`src/rtl/core_pkg.sv`:
```
// core_pkg
// Core-wide constants shared by the execution-stage blocks.
//   DATA_WIDTH : integer register / operand width.
package core_pkg;

  localparam int DATA_WIDTH = 32;

endpackage

```
`src/rtl/core_muldiv_unit_pkg.sv`:
```
// muldiv_control_pkg
// Types and helpers for the iterative RV32M multiply/divide unit.
//   muldiv_op_t        : funct3 encoding of the M-extension operations
//   muldiv_state_t     : controller states
//   muldiv_step_mode_t : selects multiply or divide behaviour of one iteration
//   MULDIV_CNT_W       : width of the iteration counter
package muldiv_control_pkg;

  typedef enum logic [2:0] {
    MUL    = 3'd0,
    MULH   = 3'd1,
    MULHSU = 3'd2,
    MULHU  = 3'd3,
    DIV    = 3'd4,
    DIVU   = 3'd5,
    REM    = 3'd6,
    REMU   = 3'd7
  } muldiv_op_t;

  typedef enum logic [2:0] {
    IDLE,
    PREP,
    CALC,
    FIX,
    DONE
  } muldiv_state_t;

  typedef enum logic {
    STEP_MUL,
    STEP_DIV
  } muldiv_step_mode_t;

  localparam int MULDIV_CNT_W = $clog2(core_pkg::DATA_WIDTH);

  function automatic logic is_div(input muldiv_op_t op);
    return op inside {DIV, DIVU, REM, REMU};
  endfunction

  function automatic logic is_rem(input muldiv_op_t op);
    return op inside {REM, REMU};
  endfunction

endpackage

```
`src/rtl/core_muldiv_unit_if.sv`:
```
// core_muldiv_unit_if
// Request/response bundle between the execution stage and the mul/div unit.
//   muldiv_start  : request strobe (held by requester until busy is low)
//   muldiv_op     : operation, funct3 encoding
//   muldiv_in_a/b : rs1 / rs2 operands
//   muldiv_kill   : pipeline flush, aborts any operation
//   muldiv_busy   : unit is working, pipeline must stall
//   muldiv_done   : one-cycle result-valid pulse
//   muldiv_out    : result, held until the next accepted start
// Modports: master = pipeline side, slave = mul/div unit.
interface core_muldiv_unit_if #(
  parameter int DATA_WIDTH = core_pkg::DATA_WIDTH
);
  import muldiv_control_pkg::*;

  logic                  muldiv_start;
  muldiv_op_t            muldiv_op;
  logic [DATA_WIDTH-1:0] muldiv_in_a;
  logic [DATA_WIDTH-1:0] muldiv_in_b;
  logic                  muldiv_kill;
  logic                  muldiv_busy;
  logic                  muldiv_done;
  logic [DATA_WIDTH-1:0] muldiv_out;

  modport master (
    output muldiv_start, muldiv_op, muldiv_in_a, muldiv_in_b, muldiv_kill,
    input  muldiv_busy, muldiv_done, muldiv_out
  );

  modport slave (
    input  muldiv_start, muldiv_op, muldiv_in_a, muldiv_in_b, muldiv_kill,
    output muldiv_busy, muldiv_done, muldiv_out
  );

endinterface

```
`src/rtl/core_muldiv_step.sv`:
```
// core_muldiv_step
// One combinational iteration of the shift-add multiplier / restoring divider.
// A single DATA_WIDTH+1-bit adder/subtractor serves both modes.
//   acc      : in  2*DATA_WIDTH accumulator
//   operand  : in  multiplicand (multiply) or divisor (divide) magnitude
//   mode     : in  STEP_MUL or STEP_DIV
//   acc_next : out accumulator after this iteration
// Multiply: low half holds the remaining multiplier bits, high half the partial
// product; add when the multiplier LSB is set, then shift right with carry.
// Divide: high half is the partial remainder, low half the dividend bits that
// turn into quotient bits; shift left, keep the subtraction if it did not borrow.
module core_muldiv_step
  import muldiv_control_pkg::*;
#(
  parameter int DATA_WIDTH = core_pkg::DATA_WIDTH
) (
  input  logic [2*DATA_WIDTH-1:0] acc,
  input  logic [DATA_WIDTH-1:0]   operand,
  input  muldiv_step_mode_t       mode,
  output logic [2*DATA_WIDTH-1:0] acc_next
);

  localparam int DW = DATA_WIDTH;
  localparam int AW = 2 * DATA_WIDTH;

  logic          sub;
  logic [DW:0]   add_x;
  logic [DW:0]   add_y;
  logic [DW+1:0] add_sum;

  always_comb begin
    sub     = (mode == STEP_DIV);
    // divide operates on the remainder already shifted left by one
    add_x   = sub ? acc[AW-1:DW-1] : {1'b0, acc[AW-1:DW]};
    add_y   = {1'b0, operand};
    // x - y as x + ~y + 1; bit DW+1 is the carry, set when x >= y
    add_sum = {1'b0, add_x} + {1'b0, (sub ? ~add_y : add_y)} + {{(DW+1){1'b0}}, sub};

    acc_next = '0;
    if (sub) begin
      if (add_sum[DW+1]) acc_next = {add_sum[DW-1:0], acc[DW-2:0], 1'b1};
      else               acc_next = {acc[AW-2:0], 1'b0};
    end else begin
      if (acc[0]) acc_next = {add_sum[DW:0], acc[DW-1:1]};
      else        acc_next = {1'b0, acc[AW-1:1]};
    end
  end

endmodule

```
`src/rtl/core_muldiv_unit.sv`:
```
// core_muldiv_unit
// Iterative RV32M multiply/divide controller beside the single-cycle ALU.
// Operands are converted to magnitudes on acceptance, iterated DATA_WIDTH times
// through core_muldiv_step, then sign-corrected and registered in FIX.
//   clk, rst_n : core clock, asynchronous active-low reset
//   bus        : core_muldiv_unit_if.slave (start/op/a/b/kill in, busy/done/out out)
// Build option CORE_MULDIV_DIV_EN: when defined the divide datapath and the
// divide-by-zero / overflow fast path are present; when undefined divide ops
// are accepted and return 0 with done in cycle 2.
//
// state | meaning
// IDLE  | waiting for start
// PREP  | operands latched; pick fast path or load accumulator
// CALC  | one shift-add / shift-subtract iteration per cycle
// FIX   | sign correction and result word selection
// DONE  | result valid, done pulse; back-to-back start accepted here
module core_muldiv_unit
  import muldiv_control_pkg::*;
#(
  parameter int DATA_WIDTH = core_pkg::DATA_WIDTH
) (
  input logic               clk,
  input logic               rst_n,
  core_muldiv_unit_if.slave bus
);

  localparam int DW    = DATA_WIDTH;
  localparam int AW    = 2 * DATA_WIDTH;
  localparam int CNT_W = MULDIV_CNT_W;

  muldiv_state_t     state;
  muldiv_op_t        op_q;
  logic              sa_q;
  logic              sb_q;
  logic [DW-1:0]     a_mag_q;
  logic [DW-1:0]     b_mag_q;
  logic [AW-1:0]     acc_q;
  logic [AW-1:0]     acc_step;
  logic [CNT_W-1:0]  cnt_q;
  logic              busy_q;
  logic              done_q;
  logic [DW-1:0]     out_q;
  muldiv_step_mode_t step_mode;

  logic          sa_in;
  logic          sb_in;
  logic [DW-1:0] a_mag_in;
  logic [DW-1:0] b_mag_in;

  always_comb begin
    sa_in    = (bus.muldiv_op inside {MULH, MULHSU, DIV, REM}) & bus.muldiv_in_a[DW-1];
    sb_in    = (bus.muldiv_op inside {MULH, DIV, REM}) & bus.muldiv_in_b[DW-1];
    a_mag_in = sa_in ? (-bus.muldiv_in_a) : bus.muldiv_in_a;
    b_mag_in = sb_in ? (-bus.muldiv_in_b) : bus.muldiv_in_b;
  end

`ifdef CORE_MULDIV_DIV_EN
  assign step_mode = is_div(op_q) ? STEP_DIV : STEP_MUL;
`else
  assign step_mode = STEP_MUL;
`endif

  core_muldiv_step #(.DATA_WIDTH(DW)) u_step (
    .acc      (acc_q),
    .operand  (b_mag_q),
    .mode     (step_mode),
    .acc_next (acc_step)
  );

  logic [AW-1:0] prod_s;
  logic [DW-1:0] fix_res;
`ifdef CORE_MULDIV_DIV_EN
  localparam logic [DW-1:0] MOST_NEG = {1'b1, {(DW-1){1'b0}}};
  localparam logic [DW-1:0] ONE      = {{(DW-1){1'b0}}, 1'b1};
  logic [DW-1:0] quo_s;
  logic [DW-1:0] rem_s;
  logic [DW-1:0] a_orig;
  logic          fast_zero;
  logic          fast_ovf;
  logic [DW-1:0] fast_res;
`endif

  always_comb begin
    prod_s  = (sa_q ^ sb_q) ? (-acc_q) : acc_q;
    fix_res = (op_q == MUL) ? prod_s[DW-1:0] : prod_s[AW-1:DW];
`ifdef CORE_MULDIV_DIV_EN
    quo_s = (sa_q ^ sb_q) ? (-acc_q[DW-1:0]) : acc_q[DW-1:0];
    rem_s = sa_q ? (-acc_q[AW-1:DW]) : acc_q[AW-1:DW];
    if (is_div(op_q)) fix_res = is_rem(op_q) ? rem_s : quo_s;

    // the original rs1 value is rebuilt from magnitude and sign
    a_orig    = sa_q ? (-a_mag_q) : a_mag_q;
    fast_zero = is_div(op_q) && (b_mag_q == '0);
    fast_ovf  = (op_q inside {DIV, REM}) && sa_q && sb_q &&
                (a_mag_q == MOST_NEG) && (b_mag_q == ONE);
    if (fast_zero) fast_res = is_rem(op_q) ? a_orig : '1;
    else           fast_res = is_rem(op_q) ? '0 : a_orig;
`endif
  end

  always_ff @(posedge clk or negedge rst_n) begin
    if (!rst_n) begin
      state   <= IDLE;
      op_q    <= MUL;
      sa_q    <= 1'b0;
      sb_q    <= 1'b0;
      a_mag_q <= '0;
      b_mag_q <= '0;
      acc_q   <= '0;
      cnt_q   <= '0;
      busy_q  <= 1'b0;
      done_q  <= 1'b0;
      out_q   <= '0;
    end else if (bus.muldiv_kill) begin
      state  <= IDLE;
      busy_q <= 1'b0;
      done_q <= 1'b0;
    end else begin
      case (state)
        IDLE, DONE: begin
          done_q <= 1'b0;
          if (bus.muldiv_start) begin
            state   <= PREP;
            busy_q  <= 1'b1;
            op_q    <= bus.muldiv_op;
            sa_q    <= sa_in;
            sb_q    <= sb_in;
            a_mag_q <= a_mag_in;
            b_mag_q <= b_mag_in;
          end else begin
            state <= IDLE;
          end
        end
        PREP: begin
`ifdef CORE_MULDIV_DIV_EN
          if (fast_zero || fast_ovf) begin
            state  <= DONE;
            busy_q <= 1'b0;
            done_q <= 1'b1;
            out_q  <= fast_res;
          end else
`else
          if (is_div(op_q)) begin
            state  <= DONE;
            busy_q <= 1'b0;
            done_q <= 1'b1;
            out_q  <= '0;
          end else
`endif
          begin
            acc_q <= {{DW{1'b0}}, a_mag_q};
            cnt_q <= CNT_W'(DW - 1);
            state <= CALC;
          end
        end
        CALC: begin
          acc_q <= acc_step;
          cnt_q <= cnt_q - 1'b1;
          if (cnt_q == '0) state <= FIX;
        end
        FIX: begin
          out_q  <= fix_res;
          state  <= DONE;
          busy_q <= 1'b0;
          done_q <= 1'b1;
        end
        default: begin
          state  <= IDLE;
          busy_q <= 1'b0;
          done_q <= 1'b0;
        end
      endcase
    end
  end

  assign bus.muldiv_busy = busy_q;
  assign bus.muldiv_done = done_q;
  assign bus.muldiv_out  = out_q;

endmodule

```
`src/flat_wrapper.sv`:
```
// flat-port wrapper written by rule: the top's interface ports become plain ports
module core_muldiv_unit_flat import muldiv_control_pkg::*;
#(
  parameter int DATA_WIDTH = core_pkg::DATA_WIDTH
)
  (clk, rst_n, bus_muldiv_start, bus_muldiv_op, bus_muldiv_in_a, bus_muldiv_in_b, bus_muldiv_kill, bus_muldiv_busy, bus_muldiv_done, bus_muldiv_out);
  core_muldiv_unit_if #(.DATA_WIDTH(DATA_WIDTH)) bus_i ();
  input logic clk;
  input logic rst_n;
  input wire logic [$bits(bus_i.muldiv_start)-1:0] bus_muldiv_start;
  input wire logic [$bits(bus_i.muldiv_op)-1:0] bus_muldiv_op;
  input wire logic [$bits(bus_i.muldiv_in_a)-1:0] bus_muldiv_in_a;
  input wire logic [$bits(bus_i.muldiv_in_b)-1:0] bus_muldiv_in_b;
  input wire logic [$bits(bus_i.muldiv_kill)-1:0] bus_muldiv_kill;
  output wire logic [$bits(bus_i.muldiv_busy)-1:0] bus_muldiv_busy;
  output wire logic [$bits(bus_i.muldiv_done)-1:0] bus_muldiv_done;
  output wire logic [$bits(bus_i.muldiv_out)-1:0] bus_muldiv_out;
  assign bus_i.muldiv_start = bus_muldiv_start;
  assign bus_i.muldiv_op = bus_muldiv_op;
  assign bus_i.muldiv_in_a = bus_muldiv_in_a;
  assign bus_i.muldiv_in_b = bus_muldiv_in_b;
  assign bus_i.muldiv_kill = bus_muldiv_kill;
  assign bus_muldiv_busy = bus_i.muldiv_busy;
  assign bus_muldiv_done = bus_i.muldiv_done;
  assign bus_muldiv_out = bus_i.muldiv_out;
  core_muldiv_unit #(.DATA_WIDTH(DATA_WIDTH)) u_core (.clk(clk), .rst_n(rst_n), .bus(bus_i));
endmodule
```
`config.mk`:
```
export PLATFORM = sky130hd
export DESIGN_NAME = core_muldiv_unit_flat
export DESIGN_NICKNAME = d
export VERILOG_FILES = /design/src/rtl/core_pkg.sv /design/src/rtl/core_muldiv_unit_pkg.sv /design/src/rtl/core_muldiv_unit_if.sv /design/src/rtl/core_muldiv_step.sv /design/src/rtl/core_muldiv_unit.sv /design/src/flat_wrapper.sv
export SDC_FILE = /design/constraint.sdc
export NUM_CORES = 1
export LEC_CHECK = 0
export CAP_MARGIN = 0
export CELL_PAD_IN_SITES_DETAIL_PLACEMENT = 2
export CELL_PAD_IN_SITES_GLOBAL_PLACEMENT = 2
export CORE_AREA = 2 2 198 200
export CTS_BUF_LIST = sky130_fd_sc_hd__clkbuf_16
export DETAILED_ROUTE_END_ITERATION = 10
export DIE_AREA = 0 0 200 202
export PLACE_DENSITY = 0.72
export SETUP_SLACK_MARGIN = 0.3
export SYNTH_ARGS = -nofsm -noshare
export SYNTH_HDL_FRONTEND = slang
export SYNTH_SLANG_ARGS = --single-unit
```
`constraint.sdc`:
```
create_clock -name clk -period 7.9 [get_ports clk]
set_clock_uncertainty 0.15 [all_clocks]
set_input_delay 2.37 -clock clk [delete_from_list [all_inputs] [get_ports clk]]
set_output_delay 2.37 -clock clk [all_outputs]
set_load 0.01 [all_outputs]
```
==> results of run 1 <==
layer usage:
metal  track usage, %  vias to the layer above  wire (um)
li1                 -                     4866          -
met1            26.26                     5140      17190
met2            32.35                      113      18580
met3            2.386                       24       1104
met4            4.259                        0        441
met5                0                        -          0
cell type report:
class                           instances  share of cell area, %
Multi-Input combinational cell       1060                  49.25
Sequential cell                       175                  32.46
Timing Repair Buffer                  118                  8.504
Tap cell                              518                  4.804
Clock buffer                           17                  3.153
Clock inverter                         15                  1.104
Inverter                               26                 0.7234
worst reg2reg max path: cells and delay by family, from the launching register on:
kind / cells / cell delay (ns)
adders and majority gates: 2 / 0.61
DFF: 1 / 0.50
AOI/OAI and AO/OA: 8 / 2.23
and+or+nand+nor: 1 / 0.24
buffers and inverters: 1 / 0.06
logic make-up (layout without fill, tap and decap cells):
family / after synthesis / count (layout) / synth area share, %
and+or+nand+nor: 436 / 436 / 18.40
muxes: 36 / 36 / 3.169
buffers and inverters: 98 / 176 / 3.323
xor gates and xnor gates: 139 / 139 / 10.71
adders and majority gates: 38 / 38 / 4.247
AOI/OAI and AO/OA: 411 / 411 / 21.64
DFF: 175 / 175 / 38.51
registers in the layout (all words and copies together), names as in the netlist:
signal,count
u_core.sa_q,1
u_core.b_mag_q,32
u_core.state,3
u_core.acc_q,64
u_core.cnt_q,5
u_core.bus.muldiv_busy,1
u_core.bus.muldiv_out,32
u_core.sb_q,1
u_core.bus.muldiv_done,1
u_core.a_mag_q,32
u_core.op_q,3
report_power, final:
part           internal [mW]  switching [mW]  total [mW]  leakage [nW]
combinational          0.774            1.03        1.81          3.06
clock                  0.445           0.412       0.857         0.279
sequential              1.15           0.374        1.53          2.26
total                   2.37            1.82        4.19          5.60
through the flow:
stage / power (mW) / area (um^2) / utilization (%)
after floorplan: 2.696 / 11370 / -
after global placement: 3.275 / 12920 / 33.74
after detailed placement: 3.360 / 12920 / 33.74
after CTS: 4.251 / 13490 / 35.24
after global routing: 4.521 / 13490 / 35.24
final: 4.193 / 13490 / 35.24
worst min path at each step:
stage / startpoint / endpoint / slack, ns / cells after the start
after floorplan: u_core.a_mag_q[31]$_DFFE_PN0P_ / u_core.a_mag_q[31]$_DFFE_PN0P_ / 0.29 / 2
after global placement: u_core.op_q[0]$_DFFE_PN0P_ / u_core.op_q[0]$_DFFE_PN0P_ / 0.31 / 2
after detailed placement: u_core.op_q[1]$_DFFE_PN0P_ / u_core.op_q[1]$_DFFE_PN0P_ / 0.33 / 2
after CTS: u_core.a_mag_q[5]$_DFFE_PN0P_ / u_core.a_mag_q[5]$_DFFE_PN0P_ / 0.35 / 2
after global routing: u_core.op_q[0]$_DFFE_PN0P_ / u_core.op_q[0]$_DFFE_PN0P_ / 0.37 / 2
final: u_core.a_mag_q[16]$_DFFE_PN0P_ / u_core.a_mag_q[16]$_DFFE_PN0P_ / 0.34 / 2
cell usage in the layout (no fill, tap or decap), drive strengths merged, types with 14 or more instances in the layout:
cell / n
mux2i: 36
nand3: 16
ha: 37
nand2b: 15
a31oi: 14
clkdlybuf4s50: 103
clkbuf: 17
inv: 35
buf: 15
dfrtp: 175
o21ai: 179
nand2: 203
a21o: 17
nor3: 37
xnor2: 87
o31ai: 16
o221ai: 19
nor2: 83
xor2: 52
a22oi: 18
nor4: 18
a21oi: 98
==> flow_metrics.py, run 1 <==
metrics = {
    "min_path": {
        "min_path_type": "reg -> reg",
    },
    "synth": {
        "synth_cells": 1333,
        "seq_area_frac_synth_pct": 38.51,
        "avgSynthCellArea_um2": 8.530,
        "yosysMostFrequentCell": "nand2_1",
        "yosys-top-cells-count": "nand2_1, dfrtp_1, o21ai_0",
        "ys_warn_count": 0,
        "synth_top_area_share_pct": 38.51,
        "synthesis.area_um2": 11370,
        "synth_top_area_cell": "dfrtp_1",
        "yosys-top-cells-area": "dfrtp_1, o21ai_0, nand2_1",
        "synth-edff-count": 0,
        "synthFlopType": "dfrtp_1",
        "ys_seq_elements": 175,
        "synth-async-reset-ratio_pct": 100.0,
        "synthDistinctLibCells": 67,
        "syn-num-nets": 1442,
    },
    "place": {
        "gp_congestion": 0.7938,
        "portBuffers": 104,
        "dp_slack_ns": 2.350,
        "placed_cells": 1897,
        "place_hpwl_mm": 27.98,
    },
    "worst_setup_path": {
        "cp-startpoint": "bus_muldiv_in_b[1]",
        "worstPathCellList": "clkdlybuf4s50_1 > or2_2 > or4_1 > or3_1 > nor3_2 > nand3_1 > o41ai_1 > xor2_1 > o21ai_0",
        "critPathArrivalTime_ns": 5.21,
        "crit_buf_inv": 1,
        "cp_top_family": "simple AND/OR/NAND/NOR gates",
        "critPathLaunchType": "input pin",
        "end_kind": "flop",
        "slowest_stage": "or4_1",
        "r2r_start": "u_core.acc_q[32]$_DFFE_PN0P_",
        "r2r_slack_ns": 4.03,
        "r2r_end": "u_core.acc_q[63]$_DFFE_PN0P_",
        "criticalPathCategory": "in -> reg",
        "r2r_cells": 12,
        "path_max_fanout": 5,
        "path_depth": 9,
        "cp_data_required_time_ns": 8.04,
        "critical_path.endpoint": "u_core.b_mag_q[29]$_DFFE_PN0P_",
        "cpPeakStageDelay_ns": 0.53,
    },
    "clocking": {
        "cts-buffers-inserted": 17,
        "clk_latency_ns": 0.45,
        "clkSinkCount": 175,
        "clkTransAtPathRegs_ns": 0.08,
        "clk_path_buf_depth": 2,
        "hold_buffers": 0,
        "cts_setup_buffers": 0,
        "cts_root_buf": "clkbuf_16",
        "tritoncts": "yes",
        "htree_levels": 4,
        "cts_resized": 0,
    },
    "global_route": {
        "grt_pass1_wl_mm": 60.84,
        "gr-total-overflow": 0,
        "grt_max_degree": 132,
        "grtUsageTotal_pct": 19.21,
        "antenna_found_initial": 0,
        "grt_pass1_vias": 10890,
    },
    "pwr": {
        "vdd_drop_max_mv": 0.1716,
        "p_per_area_nw_per_um2": 310.8,
        "power_leakage_nw": 5.600,
    },
    "floorplan": {
        "dieArea_um2": 40400,
        "fp-row-count": 72,
        "die_w_um": 200,
        "io_pins": 105,
        "die_height_um": 202,
        "start_util_pct": 29.70,
        "placeableCoreArea_um2": 38290,
    },
    "detailed_routing": {
        "drc": 0,
        "drt-total-wl_mm": 37.32,
        "viasPerCell": 5.258,
        "first_pass_iters": 4,
        "first_iter_violations": 546,
        "dr_total_vias": 10140,
        "avgRoutedWirePerCell_um": 19.35,
        "final_antenna_net_count": 0,
    },
    "cells_and_area": {
        "stdcell_count": 1929,
        "drive_gt1_share_pct": 5.457,
        "fin_nets": 1507,
        "diodes": 0,
        "syn_to_final_growth_pct": 18.65,
        "n_fill_cell": 4294,
        "regArea_um2": 4379,
        "multi_input_area_um2": 6645,
    },
    "timing": {
        "finalCritPeriodShare_pct": 64.22,
        "fmax_mhz": 197.1,
        "finalWorstSetupSlack_ns": 2.827,
        "slew_headroom_pct": 18.31,
        "rsz0062_at_grt": "no",
        "fin_setup_tns_ns": 0,
        "worst_pin_slew_ns": 1.225,
        "report.final.slew_viol_count": 0,
        "hold_violations": 0,
        "setup_viol": 0,
        "min_period_ns": 5.073,
        "hold_slack_ns": 0.3392,
    },
    "job": {
        "drv_cap": 0,
    },
    "run_status": {
        "run_status": "completed",
    },
}
Power figures use the tool's default switching activity.
==> run 2, diff against run 1 <==
- PLACE_DENSITY: 0.72 -> 0.75
- clock period: 7.9 -> 4.5 ns (I/O delays scaled with it)
==> flow_metrics.py, run 2 (same netlist as run 1, synthesis figures left out) <==
metrics = {
    "floorplan": {
        "start_util_pct": 29.70,
        "die_w_um": 200,
        "fp-row-count": 72,
        "placeableCoreArea_um2": 38290,
        "dieArea_um2": 40400,
        "die_height_um": 202,
        "io_pins": 105,
    },
    "detailed_routing": {
        "drc": 0,
        "first_pass_iters": 4,
        "final_antenna_net_count": 0,
        "avgRoutedWirePerCell_um": 20.01,
        "viasPerCell": 5.308,
        "dr_total_vias": 10320,
        "first_iter_violations": 428,
        "drt-total-wl_mm": 38.92,
    },
    "cells_and_area": {
        "regArea_um2": 4379,
        "multi_input_area_um2": 6653,
        "n_fill_cell": 4292,
        "drive_gt1_share_pct": 6.657,
        "fin_nets": 1523,
        "largest_reg_flops": 64,
        "syn_to_final_growth_pct": 20.07,
        "largest-register": "u_core.acc_q",
        "final_common_cell": "nand2_1",
        "mostFrequentLayoutCells": "nand2_1, dfrtp_1, o21ai_0",
        "diodes": 0,
    },
    "timing": {
        "report.final.slew_viol_count": 0,
        "setup_viol": 0,
        "hold_violations": 0,
        "finalCritPeriodShare_pct": 88.38,
        "worst_pin_slew_ns": 0.9974,
        "finalWorstSetupSlack_ns": 0.5229,
        "rsz0062_at_grt": "no",
        "slew_headroom_pct": 33.28,
        "min_period_ns": 3.977,
        "fmax_mhz": 251.4,
    },
    "worst_setup_path": {
        "path_max_fanout": 5,
        "critPathArrivalTime_ns": 4.14,
        "cp_data_required_time_ns": 4.66,
        "critPathLaunchType": "input pin",
        "worstPathCellList": "clkdlybuf4s50_1 > or2_2 > or4_1 > or3_1 > nor3_2 > nand3_1 > o31ai_1 > xor2_1 > o21ai_0",
        "criticalPathCategory": "in -> reg",
        "cpPeakStageDelay_ns": 0.50,
        "slowest_stage": "or4_1",
        "r2r_cells": 12,
        "end_kind": "flop",
    },
    "clocking": {
        "cts-buffers-inserted": 17,
        "tritoncts": "yes",
        "htree_levels": 4,
        "clkSinkCount": 175,
        "cts_setup_buffers": 0,
        "clkTransAtPathRegs_ns": 0.08,
        "clk_latency_ns": 0.46,
        "hold_buffers": 0,
        "clk_path_buf_depth": 2,
        "cts_root_buf": "clkbuf_16",
    },
    "job": {
        "drv_cap": 0,
    },
    "place": {
        "portBuffers": 104,
        "place_hpwl_mm": 28.68,
        "dp_slack_ns": -0.05746,
        "gp_congestion": 0.8339,
    },
    "pwr": {
        "p_total_mw": 7.423,
        "power_leakage_nw": 5.693,
        "vdd_drop_max_mv": 0.3027,
        "p_per_area_nw_per_um2": 543.7,
    },
    "global_route": {
        "grt_max_degree": 132,
        "grt_pass1_wl_mm": 63.06,
        "antenna_found_initial": 0,
        "grt_pass1_vias": 11250,
        "grtUsageTotal_pct": 19.96,
        "gr-total-overflow": 0,
    },
    "min_path": {
        "min_path_type": "reg -> reg",
        "hold_depth": 2,
    },
    "run_status": {
        "run_status": "completed",
    },
}
## run 2: cell count changes in the layout (fill, tap and decap cells not counted), sizes merged
cell,delta
buf,+16
clkinv,+2
inv,-1
bufinv,-1
## run 2: area by class of cell
type / instances / area share [%]
clock inverter: 15 / 1.063
inverter: 26 / 0.7148
clock buffer: 17 / 3.116
multi-input combinational: 1060 / 48.73
timing repair buffer: 134 / 9.558
sequential: 175 / 32.07
tap: 518 / 4.747
## run 2: timing repair
action                                 CTS  global route
setup endpoints to repair                0             1
resized for setup                        0             1
endpoints found under the hold margin    0             0
## run 2: path summary, 6_finish.rpt
check | start | endpoint | slack [ns]
setup / recovery | bus_muldiv_in_b[1] | u_core.b_mag_q[25]$_DFFE_PN0P_ | 0.52
hold / removal | u_core.op_q[0]$_DFFE_PN0P_ | u_core.op_q[0]$_DFFE_PN0P_ | 0.33
hold reg to reg | u_core.op_q[0]$_DFFE_PN0P_ | u_core.op_q[0]$_DFFE_PN0P_ | 0.33
max in group asynchronous | rst_n | u_core.acc_q[51]$_DFFE_PN0P_ | 2.52
min in group asynchronous | rst_n | u_core.a_mag_q[3]$_DFFE_PN0P_ | 0.83
setup reg to reg | u_core.acc_q[32]$_DFFE_PN0P_ | u_core.acc_q[63]$_DFFE_PN0P_ | 0.71
## run 2: power by group
group          internal [mW]  total (mW)  switching, mW
Combinational           1.38        3.23           1.85
Clock                  0.736        1.49          0.751
Sequential              2.02        2.71          0.686
Total                   4.14        7.42           3.28
## run 2: stage by stage
| step | hold WS [ns] | std cells | util (%) | setup TNS [ns] | area (um^2) |
|---|---|---|---|---|---|
| detailed placement | 0.3145 | 1913 | 34.15 | -0.05746 | 13080 |
| global placement | 0.3090 | 1913 | 34.15 | 0 | 13080 |
| global route | 0.3743 | 1945 | 35.66 | 0 | 13650 |
| finish | 0.3288 | 1945 | 35.66 | 0 | 13650 |
| floorplan | 0.2906 | 1333 | - | 0 | 11370 |
| CTS | 0.3352 | 1945 | 35.64 | 0 | 13650 |
## run 2: metal layers
metal	wire length (um)	GRT usage, %	vias to the layer above
li1	-	-	4898
met1	17610	26.13	5287
met2	19660	34.50	107
met5	0	0	-
met3	978	2.720	32
met4	667	5.079	0
## run 2: worst max-delay path: cells and delay by family
kind	cells	cell delay, ns
AO/OA/AOI/OAI	2	0.41
XOR/XNOR	1	0.16
buffers and inverters	1	0.43
AND/OR/NAND/NOR	5	1.78
